File: src/rtl/mem_write_ctrl_if.sv
// Bundles the write-arbiter handshake and the memory controller app/wdf bus.
// The master modport is the write controller's view; slave is the surrounding system.
interface mem_write_ctrl_if #(
    parameter int ADDR_WIDTH    = 30,
    parameter int MEM_DATA_BITS = 256
);
    logic                       wr_ddr_req;
    logic [7:0]                 wr_ddr_len;
    logic [ADDR_WIDTH-1:0]      wr_ddr_addr;
    logic                       wr_ddr_data_req;
    logic [MEM_DATA_BITS-1:0]   wr_ddr_data;
    logic                       wr_ddr_finish;
    logic                       app_en;
    logic [2:0]                 app_cmd;
    logic [ADDR_WIDTH-1:0]      app_addr;
    logic                       app_rdy;
    logic                       app_wdf_wren;
    logic                       app_wdf_end;
    logic [MEM_DATA_BITS-1:0]   app_wdf_data;
    logic [MEM_DATA_BITS/8-1:0] app_wdf_mask;
    logic                       app_wdf_rdy;

    modport master (
        input  wr_ddr_req, wr_ddr_len, wr_ddr_addr, wr_ddr_data, app_rdy, app_wdf_rdy,
        output wr_ddr_data_req, wr_ddr_finish, app_en, app_cmd, app_addr,
               app_wdf_wren, app_wdf_end, app_wdf_data, app_wdf_mask
    );

    modport slave (
        output wr_ddr_req, wr_ddr_len, wr_ddr_addr, wr_ddr_data, app_rdy, app_wdf_rdy,
        input  wr_ddr_data_req, wr_ddr_finish, app_en, app_cmd, app_addr,
               app_wdf_wren, app_wdf_end, app_wdf_data, app_wdf_mask
    );
endinterface

File: src/rtl/mem_write_ctrl.sv
// Burst write controller: issues app write commands and streams data through a 4-deep FIFO.
// Define WR_TIMEOUT_EN to build in the no-progress watchdog (wr_timeout_o otherwise tied 0).
module mem_write_ctrl #(
    parameter real TCQ            = 0.1,
    parameter int  MEM_DATA_BITS  = 256,
    parameter int  ADDR_WIDTH     = 30,
    parameter int  ADDR_STEP      = 8,
    parameter int  TIMEOUT_CYCLES = 8000
) (
    input  logic             ddr_clk_i,
    input  logic             ddr_rst_i,
    mem_write_ctrl_if.master bus,
    output logic             wr_timeout_o
);

    typedef enum logic [1:0] {IDLE, XFER, DONE} state_e;

    if (TCQ < 0.0 || TIMEOUT_CYCLES < 1 || ADDR_STEP < 0) begin : gBadParams
        $error("mem_write_ctrl: invalid parameter values");
    end

    state_e                   state_q;
    logic [8:0]               len_q, cmdCnt_q, pullCnt_q, popCnt_q;
    logic [ADDR_WIDTH-1:0]    addr_q;
    logic                     appEn_q, dataReq_q, inflight_q, finish_q;
    logic [MEM_DATA_BITS-1:0] fifo_q [4];
    logic [1:0]               wrPtr_q, rdPtr_q;
    logic [2:0]               count_q;

    logic       accept, pop, timeoutHit, room;
    logic [2:0] count_d;
    logic [8:0] pullCnt_d;

    always_comb begin
        accept    = appEn_q && bus.app_rdy;
        pop       = (count_q != 3'd0) && bus.app_wdf_rdy;
        count_d   = count_q + {2'b00, inflight_q} - {2'b00, pop};
        pullCnt_d = pullCnt_q + {8'd0, dataReq_q};
        // Next cycle's pull must fit behind the stored words plus the one still arriving
        room      = (count_d + {2'b00, dataReq_q}) < 3'd4;
    end

`ifdef WR_TIMEOUT_EN
    localparam logic [31:0] TimeoutLimit = TIMEOUT_CYCLES;
    logic [31:0] wdCnt_q;
    logic        wrTimeout_q;

    always_ff @(posedge ddr_clk_i) begin
        if (ddr_rst_i || state_q != XFER || accept || pop) begin
            wdCnt_q <= '0;
        end else begin
            wdCnt_q <= wdCnt_q + 32'd1;
        end
        if (ddr_rst_i) begin
            wrTimeout_q <= 1'b0;
        end else if (state_q == XFER && timeoutHit) begin
            wrTimeout_q <= 1'b1;
        end
    end

    assign timeoutHit   = wdCnt_q > TimeoutLimit;
    assign wr_timeout_o = wrTimeout_q;
`else
    assign timeoutHit   = 1'b0;
    assign wr_timeout_o = 1'b0;
`endif

    // FIFO storage carries no reset; occupancy and pointers decide what is valid
    always_ff @(posedge ddr_clk_i) begin
        if (inflight_q) begin
            fifo_q[wrPtr_q] <= bus.wr_ddr_data;
        end
    end

    always_ff @(posedge ddr_clk_i) begin
        if (ddr_rst_i) begin
            state_q    <= IDLE;
            len_q      <= '0;
            cmdCnt_q   <= '0;
            pullCnt_q  <= '0;
            popCnt_q   <= '0;
            addr_q     <= '0;
            appEn_q    <= 1'b0;
            dataReq_q  <= 1'b0;
            inflight_q <= 1'b0;
            finish_q   <= 1'b0;
            wrPtr_q    <= '0;
            rdPtr_q    <= '0;
            count_q    <= '0;
        end else begin
            finish_q   <= 1'b0;
            inflight_q <= dataReq_q;
            case (state_q)
                IDLE: begin
                    appEn_q   <= 1'b0;
                    dataReq_q <= 1'b0;
                    if (bus.wr_ddr_req) begin
                        if (bus.wr_ddr_len != 8'd0) begin
                            len_q     <= {1'b0, bus.wr_ddr_len};
                            addr_q    <= bus.wr_ddr_addr;
                            cmdCnt_q  <= '0;
                            pullCnt_q <= '0;
                            popCnt_q  <= '0;
                            appEn_q   <= 1'b1;
                            dataReq_q <= 1'b1;
                            state_q   <= XFER;
                        end else begin
                            finish_q <= 1'b1;
                            state_q  <= DONE;
                        end
                    end
                end
                XFER: begin
                    if (timeoutHit) begin
                        appEn_q    <= 1'b0;
                        dataReq_q  <= 1'b0;
                        inflight_q <= 1'b0;
                        wrPtr_q    <= '0;
                        rdPtr_q    <= '0;
                        count_q    <= '0;
                        finish_q   <= 1'b1;
                        state_q    <= DONE;
                    end else begin
                        if (accept) begin
                            cmdCnt_q <= cmdCnt_q + 9'd1;
                            addr_q   <= addr_q + ADDR_WIDTH'(ADDR_STEP);
                            if (cmdCnt_q + 9'd1 == len_q) begin
                                appEn_q <= 1'b0;
                            end
                        end
                        if (inflight_q) begin
                            wrPtr_q <= wrPtr_q + 2'd1;
                        end
                        if (pop) begin
                            rdPtr_q  <= rdPtr_q + 2'd1;
                            popCnt_q <= popCnt_q + 9'd1;
                        end
                        count_q   <= count_d;
                        pullCnt_q <= pullCnt_d;
                        dataReq_q <= (pullCnt_d < len_q) && room;
                        if (cmdCnt_q == len_q && popCnt_q == len_q) begin
                            finish_q <= 1'b1;
                            state_q  <= DONE;
                        end
                    end
                end
                DONE: begin
                    state_q <= IDLE;
                end
                default: begin
                    state_q <= IDLE;
                end
            endcase
        end
    end

    assign bus.wr_ddr_data_req = dataReq_q;
    assign bus.wr_ddr_finish   = finish_q;
    assign bus.app_en          = appEn_q;
    assign bus.app_cmd         = 3'b000;
    assign bus.app_addr        = addr_q;
    assign bus.app_wdf_wren    = count_q != 3'd0;
    assign bus.app_wdf_end     = count_q != 3'd0;
    assign bus.app_wdf_data    = (count_q != 3'd0) ? fifo_q[rdPtr_q] : '0;
    assign bus.app_wdf_mask    = '0;

endmodule

File: src/flat_wrapper.sv
// flat-port wrapper written by rule: the top's interface ports become plain ports
module mem_write_ctrl_flat 
#(
    parameter real TCQ            = 0.1,
    parameter int  MEM_DATA_BITS  = 256,
    parameter int  ADDR_WIDTH     = 30,
    parameter int  ADDR_STEP      = 8,
    parameter int  TIMEOUT_CYCLES = 8000
)
  (ddr_clk_i, ddr_rst_i, wr_timeout_o, bus_wr_ddr_req, bus_wr_ddr_len, bus_wr_ddr_addr, bus_wr_ddr_data, bus_app_rdy, bus_app_wdf_rdy, bus_wr_ddr_data_req, bus_wr_ddr_finish, bus_app_en, bus_app_cmd, bus_app_addr, bus_app_wdf_wren, bus_app_wdf_end, bus_app_wdf_data, bus_app_wdf_mask);
  mem_write_ctrl_if #(.ADDR_WIDTH(ADDR_WIDTH), .MEM_DATA_BITS(MEM_DATA_BITS)) bus_i ();
  input  logic ddr_clk_i;
  input  logic ddr_rst_i;
  output logic wr_timeout_o;
  input wire logic [$bits(bus_i.wr_ddr_req)-1:0] bus_wr_ddr_req;
  input wire logic [$bits(bus_i.wr_ddr_len)-1:0] bus_wr_ddr_len;
  input wire logic [$bits(bus_i.wr_ddr_addr)-1:0] bus_wr_ddr_addr;
  input wire logic [$bits(bus_i.wr_ddr_data)-1:0] bus_wr_ddr_data;
  input wire logic [$bits(bus_i.app_rdy)-1:0] bus_app_rdy;
  input wire logic [$bits(bus_i.app_wdf_rdy)-1:0] bus_app_wdf_rdy;
  output wire logic [$bits(bus_i.wr_ddr_data_req)-1:0] bus_wr_ddr_data_req;
  output wire logic [$bits(bus_i.wr_ddr_finish)-1:0] bus_wr_ddr_finish;
  output wire logic [$bits(bus_i.app_en)-1:0] bus_app_en;
  output wire logic [$bits(bus_i.app_cmd)-1:0] bus_app_cmd;
  output wire logic [$bits(bus_i.app_addr)-1:0] bus_app_addr;
  output wire logic [$bits(bus_i.app_wdf_wren)-1:0] bus_app_wdf_wren;
  output wire logic [$bits(bus_i.app_wdf_end)-1:0] bus_app_wdf_end;
  output wire logic [$bits(bus_i.app_wdf_data)-1:0] bus_app_wdf_data;
  output wire logic [$bits(bus_i.app_wdf_mask)-1:0] bus_app_wdf_mask;
  assign bus_i.wr_ddr_req = bus_wr_ddr_req;
  assign bus_i.wr_ddr_len = bus_wr_ddr_len;
  assign bus_i.wr_ddr_addr = bus_wr_ddr_addr;
  assign bus_i.wr_ddr_data = bus_wr_ddr_data;
  assign bus_i.app_rdy = bus_app_rdy;
  assign bus_i.app_wdf_rdy = bus_app_wdf_rdy;
  assign bus_wr_ddr_data_req = bus_i.wr_ddr_data_req;
  assign bus_wr_ddr_finish = bus_i.wr_ddr_finish;
  assign bus_app_en = bus_i.app_en;
  assign bus_app_cmd = bus_i.app_cmd;
  assign bus_app_addr = bus_i.app_addr;
  assign bus_app_wdf_wren = bus_i.app_wdf_wren;
  assign bus_app_wdf_end = bus_i.app_wdf_end;
  assign bus_app_wdf_data = bus_i.app_wdf_data;
  assign bus_app_wdf_mask = bus_i.app_wdf_mask;
  mem_write_ctrl #(.TCQ(TCQ), .MEM_DATA_BITS(MEM_DATA_BITS), .ADDR_WIDTH(ADDR_WIDTH), .ADDR_STEP(ADDR_STEP), .TIMEOUT_CYCLES(TIMEOUT_CYCLES)) u_core (.ddr_clk_i(ddr_clk_i), .ddr_rst_i(ddr_rst_i), .bus(bus_i), .wr_timeout_o(wr_timeout_o));
endmodule
File: config.mk
export PLATFORM = sky130hd
export DESIGN_NAME = mem_write_ctrl_flat
export DESIGN_NICKNAME = d
export VERILOG_FILES = /design/src/rtl/mem_write_ctrl_if.sv /design/src/rtl/mem_write_ctrl.sv /design/src/flat_wrapper.sv
export SDC_FILE = /design/constraint.sdc
export NUM_CORES = 1
export LEC_CHECK = 0
export ABC_CLOCK_PERIOD_IN_PS = 9300
export BUFFER_PORTS_ARGS = -buffer_cell sky130_fd_sc_hd__buf_2
export CORE_ASPECT_RATIO = 1.2
export CORE_MARGIN = 10
export CORE_UTILIZATION = 32
export DETAILED_ROUTE_END_ITERATION = 12
export GPL_TIMING_DRIVEN = 1
export SYNTH_ARGS = -nofsm -noshare
export SYNTH_HDL_FRONTEND = slang
export SYNTH_SLANG_ARGS = --single-unit
export TNS_END_PERCENT = 5
File: constraint.sdc
create_clock -name ddr_clk_i -period 9.3 [get_ports ddr_clk_i]
set_input_delay 0.465 -clock ddr_clk_i [delete_from_list [all_inputs] [get_ports ddr_clk_i]]
set_output_delay 0.465 -clock ddr_clk_i [all_outputs]
set_load 0.005 [all_outputs]
==> Word level (Yosys, flattened, before mapping) <==
Memories as Yosys holds them, arrays and structs flattened. A register that Yosys moved wholly into a read port is not among the register bits.
Index checks and enable logic that the tools add are counted.
{ "word_totals": {"ff_bits": 78, "mem_bits_rw": 1024, "in_bits": 299, "out_inout_bits": 327, "wordCells": 81, "n_memories": 1} }
{ "op_classes": {"addsub": 9, "order_cmp": 2, "n_eq_ne": 10, "muxes": 30, "reduce_logical": 16} }
{ "memory_table": {"columns": ["name", "words", "width", "rd", "rd_ports_with_merged_regs", "write_ports", "line", "text"], "rows": [
  ["u_core.fifo_q", 4, 256, 1, 1, 1, "mem_write_ctrl.sv:26", "logic [MEM_DATA_BITS-1:0] fifo_q [4];"]
]} }
{ "op_table": {"columns": ["op", "n"], "rows": [
  ["$mux W256", 1],
  ["$mux W30", 3],
  ["$pmux W30 S2", 1],
  ["$pmux W9 S2", 3],
  ["$mux W9", 4],
  ["$add A30 B4 Y30 const B", 1],
  ["$eq A9 B8 Y1", 3],
  ["$add A9 B1 Y9 const B", 2],
  ["$mux W2", 5],
  ["$ne A2 B1 Y1 const B", 5],
  ["$add A9 B1 Y9", 1],
  ["$lt A9 B8 Y1", 1],
  ["$mux W1", 9],
  ["$reduce_and A3 Y1", 3],
  ["$reduce_and A4 Y1", 2],
  ["$reduce_bool A8 Y1", 1],
  ["$add A3 B1 Y3", 2],
  ["$pmux W1 S2", 3],
  ["$reduce_and A2 Y1", 3],
  ["$add A2 B1 Y2 const B", 2],
  ["$logic_and A1 B1 Y1", 4],
  ["$pmux W2 S2", 1],
  ["$lt A3 B3 Y1 const B", 1],
  ["$reduce_bool A3 Y1", 1],
  ["other kinds (5)", 5]
]} }

==> Depth between registers and ports, before layout <==
Gate-level depths: netlist (run 1).
{ "logic_depth": {"ltp_word": 7, "ltp_mapped": 14} }

==> Worst setup path before layout (run 1) <==
Ideal clock, no wire load.
{ "synth_timing": {"path_type": "register -> register", "startpoint": "register u_core.wrPtr_q[0]", "endpoint": "memory u_core.fifo_q[0][0] (enable)", "setup_ns": 0.648, "arrival_ns": 6.358, "required_time_ns": 8.652, "setup_slack_ns": 2.294, "path_stages_with_launch": 4, "path_buffers": 0, "synth_period_minus_slack_ns": 7.006, "path_cell_list": "dfxtp_1 inv_1 ha_1 and2_1"} }
{ "synth_lines": {"columns": ["element", "line", "text"], "rows": [
  ["from (decl)", "mem_write_ctrl.sv:27", "logic [1:0] wrPtr_q, rdPtr_q;"],
  ["from (signal assigned)", "mem_write_ctrl.sv:132", "wrPtr_q <= wrPtr_q + 2'd1;"],
  ["to (decl)", "mem_write_ctrl.sv:26", null]
]} }
No word-level cell before the write port.

==> results of run 1 <==
## logic make-up after synthesis
logic type	count (synthesis)	synth area share
simple gates	508	0.0662
other cells	1	0.0000864
fa+ha+maj	19	0.00565
buf+inv	181	0.0202
flops	1104	0.746
mux	260	0.134
xor+xnor	34	0.00686
compound gates	147	0.0216
## cell usage after synthesis, drive strengths merged (4+ instances only)
cell type  number  area (um^2)
nor4            5         43.8
edfxtp       1024        30700
and3           10         62.6
xnor2          18          158
and4            4         35.0
a31oi           6         37.5
nand3          36          180
a21oi          60          300
nor3           17         85.1
buf            87          524
nor2           59          240
dfxtp          80         1600
mux4          256         5770
o21ai          26          130
a22oi           7         52.6
nand4          17          106
xor2           16          140
nand2          65          244
a221oi          4         35.0
inv            19         71.3
and2          265         1660
ha             18          225
nand2b          4         25.0
a211oi          6         45.0
or3            11         68.8
clkbuf         75          282
o22ai           4         25.0
## layout make-up
cell class / instances / area [um^2] / area share
sequential: 1104 / 32400 / 0.592
clock inverter: 64 / 646 / 0.0118
inverter: 19 / 71.3 / 0.00130
multi-input combinational: 1004 / 10300 / 0.189
clock buffer: 138 / 2910 / 0.0533
tap: 1788 / 2240 / 0.0409
timing repair buffer: 892 / 6090 / 0.111
antenna: 8 / 20.0 / 0.000366
## flip-flops by register name (all words and copies together) (netlist names), 3 cells and up, named ones only
register and flops:
u_core.count_q 3, u_core.cmdCnt_q 9, u_core.fifo_q 1024, u_core.bus.app_addr 30, u_core.popCnt_q 9, u_core.len_q 8, u_core.pullCnt_q 9
## through the flow
| step | instances | hold slack (ns) | power, mW | setup slack [ns] |
|---|---|---|---|---|
| after floorplan | 2289 | 0.450 | 6.22 | 2.29 |
| after global placement | 4526 | 0.439 | 6.73 | 5.62 |
| after detailed placement | 4526 | 0.445 | 6.74 | 5.61 |
| after CTS | 5009 | 0.0149 | 11.2 | 4.74 |
| after global routing | 5015 | 0.0430 | 11.5 | 4.63 |
| final | 5017 | 0.102 | 11.1 | 4.98 |
## where the power goes
part | internal (mW) | leakage, nW | switching [mW]
clock | 2.45 | 1.72 | 1.90
sequential | 5.53 | 9.90 | 0.0560
combinational | 0.515 | 7.15 | 0.617
total | 8.49 | 18.8 | 2.58
## cells in the final DEF, fill, tap and decap left out, types with 16 or more instances in the layout
master         instances
nand3_1               36
mux4_2               256
clkinv_1              22
nor2_1                57
clkbuf_1              25
clkinv_2              20
buf_2                589
o21ai_0               26
xor2_1                16
edfxtp_1            1024
nand4_1               17
dfxtp_1               78
inv_1                 19
nor3_1                17
a21oi_1               60
ha_1                  18
conb_1                36
dlygate4sd3_1        281
nand2_1               65
clkbuf_16            112
and2_1               261
xnor2_1               18
## timing repair
item,4_1_cts,5_1_grt
hold buffers,281,0
setup buffers,0,0
hold endpoints to repair,1048,0
## worst max-delay path, cell delays in order, from the launching register on
cell	delay [ns]
dfxtp_4	1.00
buf_12	0.39
buf_12	0.50
mux4_2	0.58
and2_1	0.20
buf_2	0.14
## how the worst max path moves through the flow
| stage | startpoint | endpoint | slack [ns] | depth (start not counted) |
|---|---|---|---|---|
| after floorplan | u_core.wrPtr_q[0]$_SDFFE_PP0P_ | u_core.fifo_q[0][0]$_DFFE_PP_ | 2.29 | 3 |
| after global placement | register | bus_app_wdf_data[140] | 5.62 | 5 |
| after detailed placement | register | bus_app_wdf_data[140] | 5.61 | 5 |
| after CTS | register | bus_app_wdf_data[140] | 4.74 | 5 |
| after global routing | register | bus_app_wdf_data[73] | 4.63 | 5 |
| final | register | bus_app_wdf_data[123] | 4.98 | 5 |
## per-layer routing
layer,GRT usage,vias to the layer above,share of wire
met5,0,-,0.00025
met4,0.0516,4,0.029
met3,0.0395,164,0.077
met2,0.240,809,0.50
met1,0.171,12300,0.39
li1,-,10700,-
==> flow_metrics.py, run 1 <==
metrics = {
    "status": {
        "status": "finished, final reports clean",
    },
    "global_route": {
        "antenna_found_initial": 14,
        "grt_pass1_vias": 25700,
        "grt_max_degree": 138,
        "grt_use_total": 0.142,
        "grt_pass1_wl_mm": 165,
        "grt_overflow_total": 0,
    },
    "clock_tree": {
        "cts.path.max_buffers": 3,
        "clock-sinks": 1104,
        "root_buffer": "clkbuf_16",
        "htreeDepth": 3,
        "numCtsBuffers": 111,
        "insertion_delay_ns": 0.75,
        "clk_pin_slew_ns": 0.06,
        "cts_resized": 0,
        "cts_tree": "done",
    },
    "synth": {
        "syn_avg_cell_area_um2": 19.3,
        "synth-main-ff-cell": "edfxtp_1",
        "synth_seq_cells": 1104,
        "syn-cell-area_um2": 43400,
        "synth_cells": 2254,
        "synth-async-reset-ratio": 0,
        "ys_seq_area_frac": 0.746,
        "yosysUniqueCellTypes": 70,
        "synth_edf_count": 1024,
        "yosys_warnings": 0,
    },
    "sta": {
        "timing.slew.headroom": 0.333,
        "setup_viol": 0,
        "fin_crit_sh": 0.464,
        "fin_skew_ns": 0.0703,
        "tns_ns": 0,
        "finalMaxSlewViolations": 0,
        "finalHoldViolCount": 0,
        "min_period_ns": 4.32,
        "grt_setup_unrepaired": "false",
        "worst_pin_slew_ns": 1.00,
        "max_freq_mhz": 232,
    },
    "setup_path": {
        "reg2reg_slack_ns": 6.26,
        "worstPathArrival_ns": 3.85,
        "startpoint_type": "register",
        "r2r-start": "u_core.count_q[2]$_SDFFE_PP0P_",
        "crit_path_max_fanout": 86,
        "crit_required_ns": 8.84,
        "critPathCaptureType": "output pin",
        "path_class": "register to output pin",
        "r2r_end": "u_core.bus.wr_ddr_data_req$_SDFFE_PP0N_",
        "r2r_cells": 12,
    },
    "worst_hold_path": {
        "hold_depth": 3,
        "holdCritStartpoint": "bus_wr_ddr_addr[8]",
        "worstHoldPathType": "input port to register",
        "min_to": "u_core.bus.app_addr[8]$_SDFFE_PP0P_",
    },
    "finish": {
        "drive_gt1_frac": 0.324,
        "nets": 3450,
        "nFillCells": 12000,
        "final_design_area_no_fill_um2": 54700,
        "postLayoutCoreUtil": 0.407,
        "syn_to_final_growth_pct": 25.9,
    },
    "detailed_routing": {
        "avgViaCountPerCell": 4.77,
        "first_pass_iters": 5,
        "via_count": 23900,
        "drt_iter0_drc": 1499,
        "avgRoutedWirePerCell_um": 22.0,
        "remaining_drc_errors": 0,
        "routed_wl_mm": 110,
        "ant_nets": 0,
    },
    "die": {
        "core_um2": 134000,
        "dieArea_um2": 151000,
        "die-height_um": 423,
        "start_util": 0.323,
        "rows": 147,
        "boundaryPins": 626,
        "die_x_um": 356,
    },
    "placed_design": {
        "gp_congestion": 0.817,
        "dpl.hpwl_mm": 69.0,
        "io_buffers": 589,
        "place_area_um2": 48300,
    },
    "job": {
        "cap_violations": 0,
    },
    "power": {
        "p_leak_nw": 18.8,
        "ir_drop_mv": 0.201,
        "p_per_area_nw_per_um2": 203,
    },
}
(Power assumes the default switching activity.)
==> inputs of run 2 (changes only) <==
--- a/config.mk
+++ b/config.mk
@@ -5,7 +5,8 @@
 export SDC_FILE = /design/constraint.sdc
 export NUM_CORES = 1
 export LEC_CHECK = 0
-export ABC_CLOCK_PERIOD_IN_PS = 9300
+export ABC_AREA = 1
+export ABC_CLOCK_PERIOD_IN_PS = 3600
 export BUFFER_PORTS_ARGS = -buffer_cell sky130_fd_sc_hd__buf_2
 export CORE_ASPECT_RATIO = 1.2
 export CORE_MARGIN = 10
==> constraint.sdc (replaced) <==
create_clock -name ddr_clk_i -period 3.6 [get_ports ddr_clk_i]
set_input_delay 0.18 -clock ddr_clk_i [delete_from_list [all_inputs] [get_ports ddr_clk_i]]
set_output_delay 0.18 -clock ddr_clk_i [all_outputs]
set_load 0.005 [all_outputs]
==> flow_metrics.py, run 2 <==
metrics = {
    "status": {
        "status": "finished, final reports clean",
    },
    "synth": {
        "synth_top_area_cell": "edfxtp_1",
        "synth_edf_count": 1024,
        "yosys_warnings": 0,
        "syn-cell-area_um2": 44400,
        "yosysUniqueCellTypes": 43,
        "synth-main-ff-cell": "edfxtp_1",
        "synth_seq_cells": 1104,
        "synthTopCellsByCount": "1126 x nor2_1, 1024 x edfxtp_1, 536 x o21ai_0, 322 x a21oi_1, 186 x nand2_1",
        "synth.top_cells.by_area": "edfxtp_1 69%, nor2_1 9.5%, o21ai_0 6.0%",
        "syn_avg_cell_area_um2": 11.7,
        "ys_seq_area_frac": 0.728,
        "synth_top_area_frac": 0.692,
        "synth_cells": 3811,
        "synth-async-reset-ratio": 0,
        "synth_most_common_cell": "nor2_1",
    },
    "die": {
        "rows": 149,
        "die-height_um": 428,
        "core_um2": 138000,
        "die_x_um": 360,
        "boundaryPins": 626,
        "start_util": 0.323,
        "dieArea_um2": 154000,
    },
    "finish": {
        "final_common_cell": "nor2_1",
        "drive_gt1_frac": 0.182,
        "final_design_area_no_fill_um2": 56300,
        "nets": 5000,
        "postLayoutCoreUtil": 0.408,
        "finalNonFillerCells": 6598,
        "layout_common_cells": "1126 x nor2_1, 1024 x edfxtp_1, 589 x buf_2",
        "nFillCells": 12800,
        "largest_reg_flops": 1024,
        "syn_to_final_growth_pct": 26.6,
        "top_register": "u_core.fifo_q",
    },
    "clock_tree": {
        "clk_pin_slew_ns": 0.06,
        "numCtsBuffers": 110,
        "clock-sinks": 1104,
        "root_buffer": "clkbuf_16",
        "insertion_delay_ns": 0.73,
        "cts_tree": "done",
        "htreeDepth": 3,
        "cts.path.max_buffers": 3,
        "cts_setup_buffers": 0,
    },
    "sta": {
        "tns_ns": 0,
        "fin_skew_ns": 0.0597,
        "setup_viol": 0,
        "finalHoldViolCount": 0,
        "min_period_ns": 3.24,
        "worst_pin_slew_ns": 0.995,
        "max_freq_mhz": 309,
        "fin_crit_sh": 0.900,
        "grt_setup_unrepaired": "false",
        "finalMaxSlewViolations": 0,
        "timing.slew.headroom": 0.337,
        "setup_ws_ns": 0.360,
        "worst_hold_slack_ns": 0.0770,
    },
    "setup_path": {
        "worstPathArrival_ns": 3.06,
        "startpoint_type": "register",
        "cp-startpoint": "u_core.count_q[2]$_SDFFE_PP0P_",
        "crit_required_ns": 3.42,
        "r2r-start": "u_core.state_q[1]$_SDFFE_PP0P_",
        "crit_path_max_fanout": 66,
        "critPathCaptureType": "output pin",
        "path_class": "register to output pin",
    },
    "global_route": {
        "grt_pass1_vias": 31500,
        "grt_pass1_wl_mm": 197,
        "grt_use_total": 0.164,
        "antenna_found_initial": 16,
        "grt_overflow_total": 0,
        "grt_max_degree": 158,
    },
    "power": {
        "p_per_area_nw_per_um2": 515,
        "ir_drop_mv": 0.490,
        "p_leak_nw": 20.5,
        "finalPower_mw": 29.0,
    },
    "detailed_routing": {
        "ant_nets": 0,
        "routed_wl_mm": 131,
        "remaining_drc_errors": 0,
        "via_count": 31900,
        "avgViaCountPerCell": 4.84,
        "avgRoutedWirePerCell_um": 19.9,
        "drt_iter0_drc": 2596,
        "first_pass_iters": 5,
    },
    "placed_design": {
        "dpl.hpwl_mm": 84.0,
        "placedCellCount": 6071,
        "place_area_um2": 49600,
        "io_buffers": 589,
        "dp_slack_ns": 1.05,
        "gp_congestion": 0.911,
    },
    "worst_hold_path": {
        "worstHoldPathType": "input port to register",
        "holdCritStartpoint": "bus_app_wdf_rdy",
    },
    "job": {
        "cap_violations": 0,
    },
}
[run 2: worst max-delay path, cell delays in order, from the launching register on]
cell,delay (ns)
dfxtp_1,0.33
nor3_4,0.27
buf_4,0.66
buf_4,0.69
a21oi_1,0.15
buf_2,0.18
[run 2: kinds of logic (layout without fill, tap and decap cells)]
group / after synthesis / after routing / share of synthesized area
AO/OA/AOI/OAI: 902 / 902 / 0.103
XOR/XNOR: 16 / 16 / 0.00315
adder cells (fa/ha/maj): 19 / 19 / 0.00552
buffers and inverters: 348 / 1274 / 0.0347
flip-flops: 1104 / 1104 / 0.728
other: 1 / 50 / 0.0000844
AND/OR/NAND/NOR: 1421 / 1421 / 0.126
[run 2: power by group]
group / internal [mW] / total, mW / leakage, nW / switching, mW
Combinational: 1.24 / 3.38 / 8.91 / 2.14
Sequential: 14.3 / 14.4 / 9.90 / 0.159
Clock: 6.25 / 11.2 / 1.69 / 4.91
Total: 21.8 / 29.0 / 20.5 / 7.21
[run 2: final timing paths]
kind,end,slack [ns],cells past startpoint
max,bus_app_wdf_data[97],0.36,5
min,u_core.rdPtr_q[0]$_SDFFE_PP0P_,0.08,6
max reg2reg,u_core.bus.app_addr[17]$_SDFFE_PP0P_,0.86,7
min reg2reg,u_core.pullCnt_q[3]$_SDFFE_PP0P_,0.46,2
[run 2: repair_timing]
action | in CTS | in global routing
resized for setup | 0 | 0
hold buffers | 311 | 0
setup endpoints to repair | 0 | 0
hold endpoints to repair | 1085 | 0
[run 2: layout make-up]
| type | count | area (um^2) | share of cell area |
|---|---|---|---|
| Tap cell | 1812 | 2270 | 0.0403 |
| Multi-Input combinational cell | 2394 | 10700 | 0.190 |
| Clock inverter | 67 | 633 | 0.0112 |
| Sequential cell | 1104 | 32400 | 0.575 |
| Inverter | 91 | 374 | 0.00665 |
| Antenna cell | 14 | 35.0 | 0.000623 |
| Timing Repair Buffer | 981 | 7030 | 0.125 |
| Clock buffer | 135 | 2870 | 0.0510 |
[run 2: per-layer routing]
metal,GRT usage,vias up,wire length [um]
met5,0,-,46
met4,0.0616,8,4400
met3,0.0385,217,9860
met2,0.267,1168,62100
met1,0.210,15500,54900
li1,-,15100,-
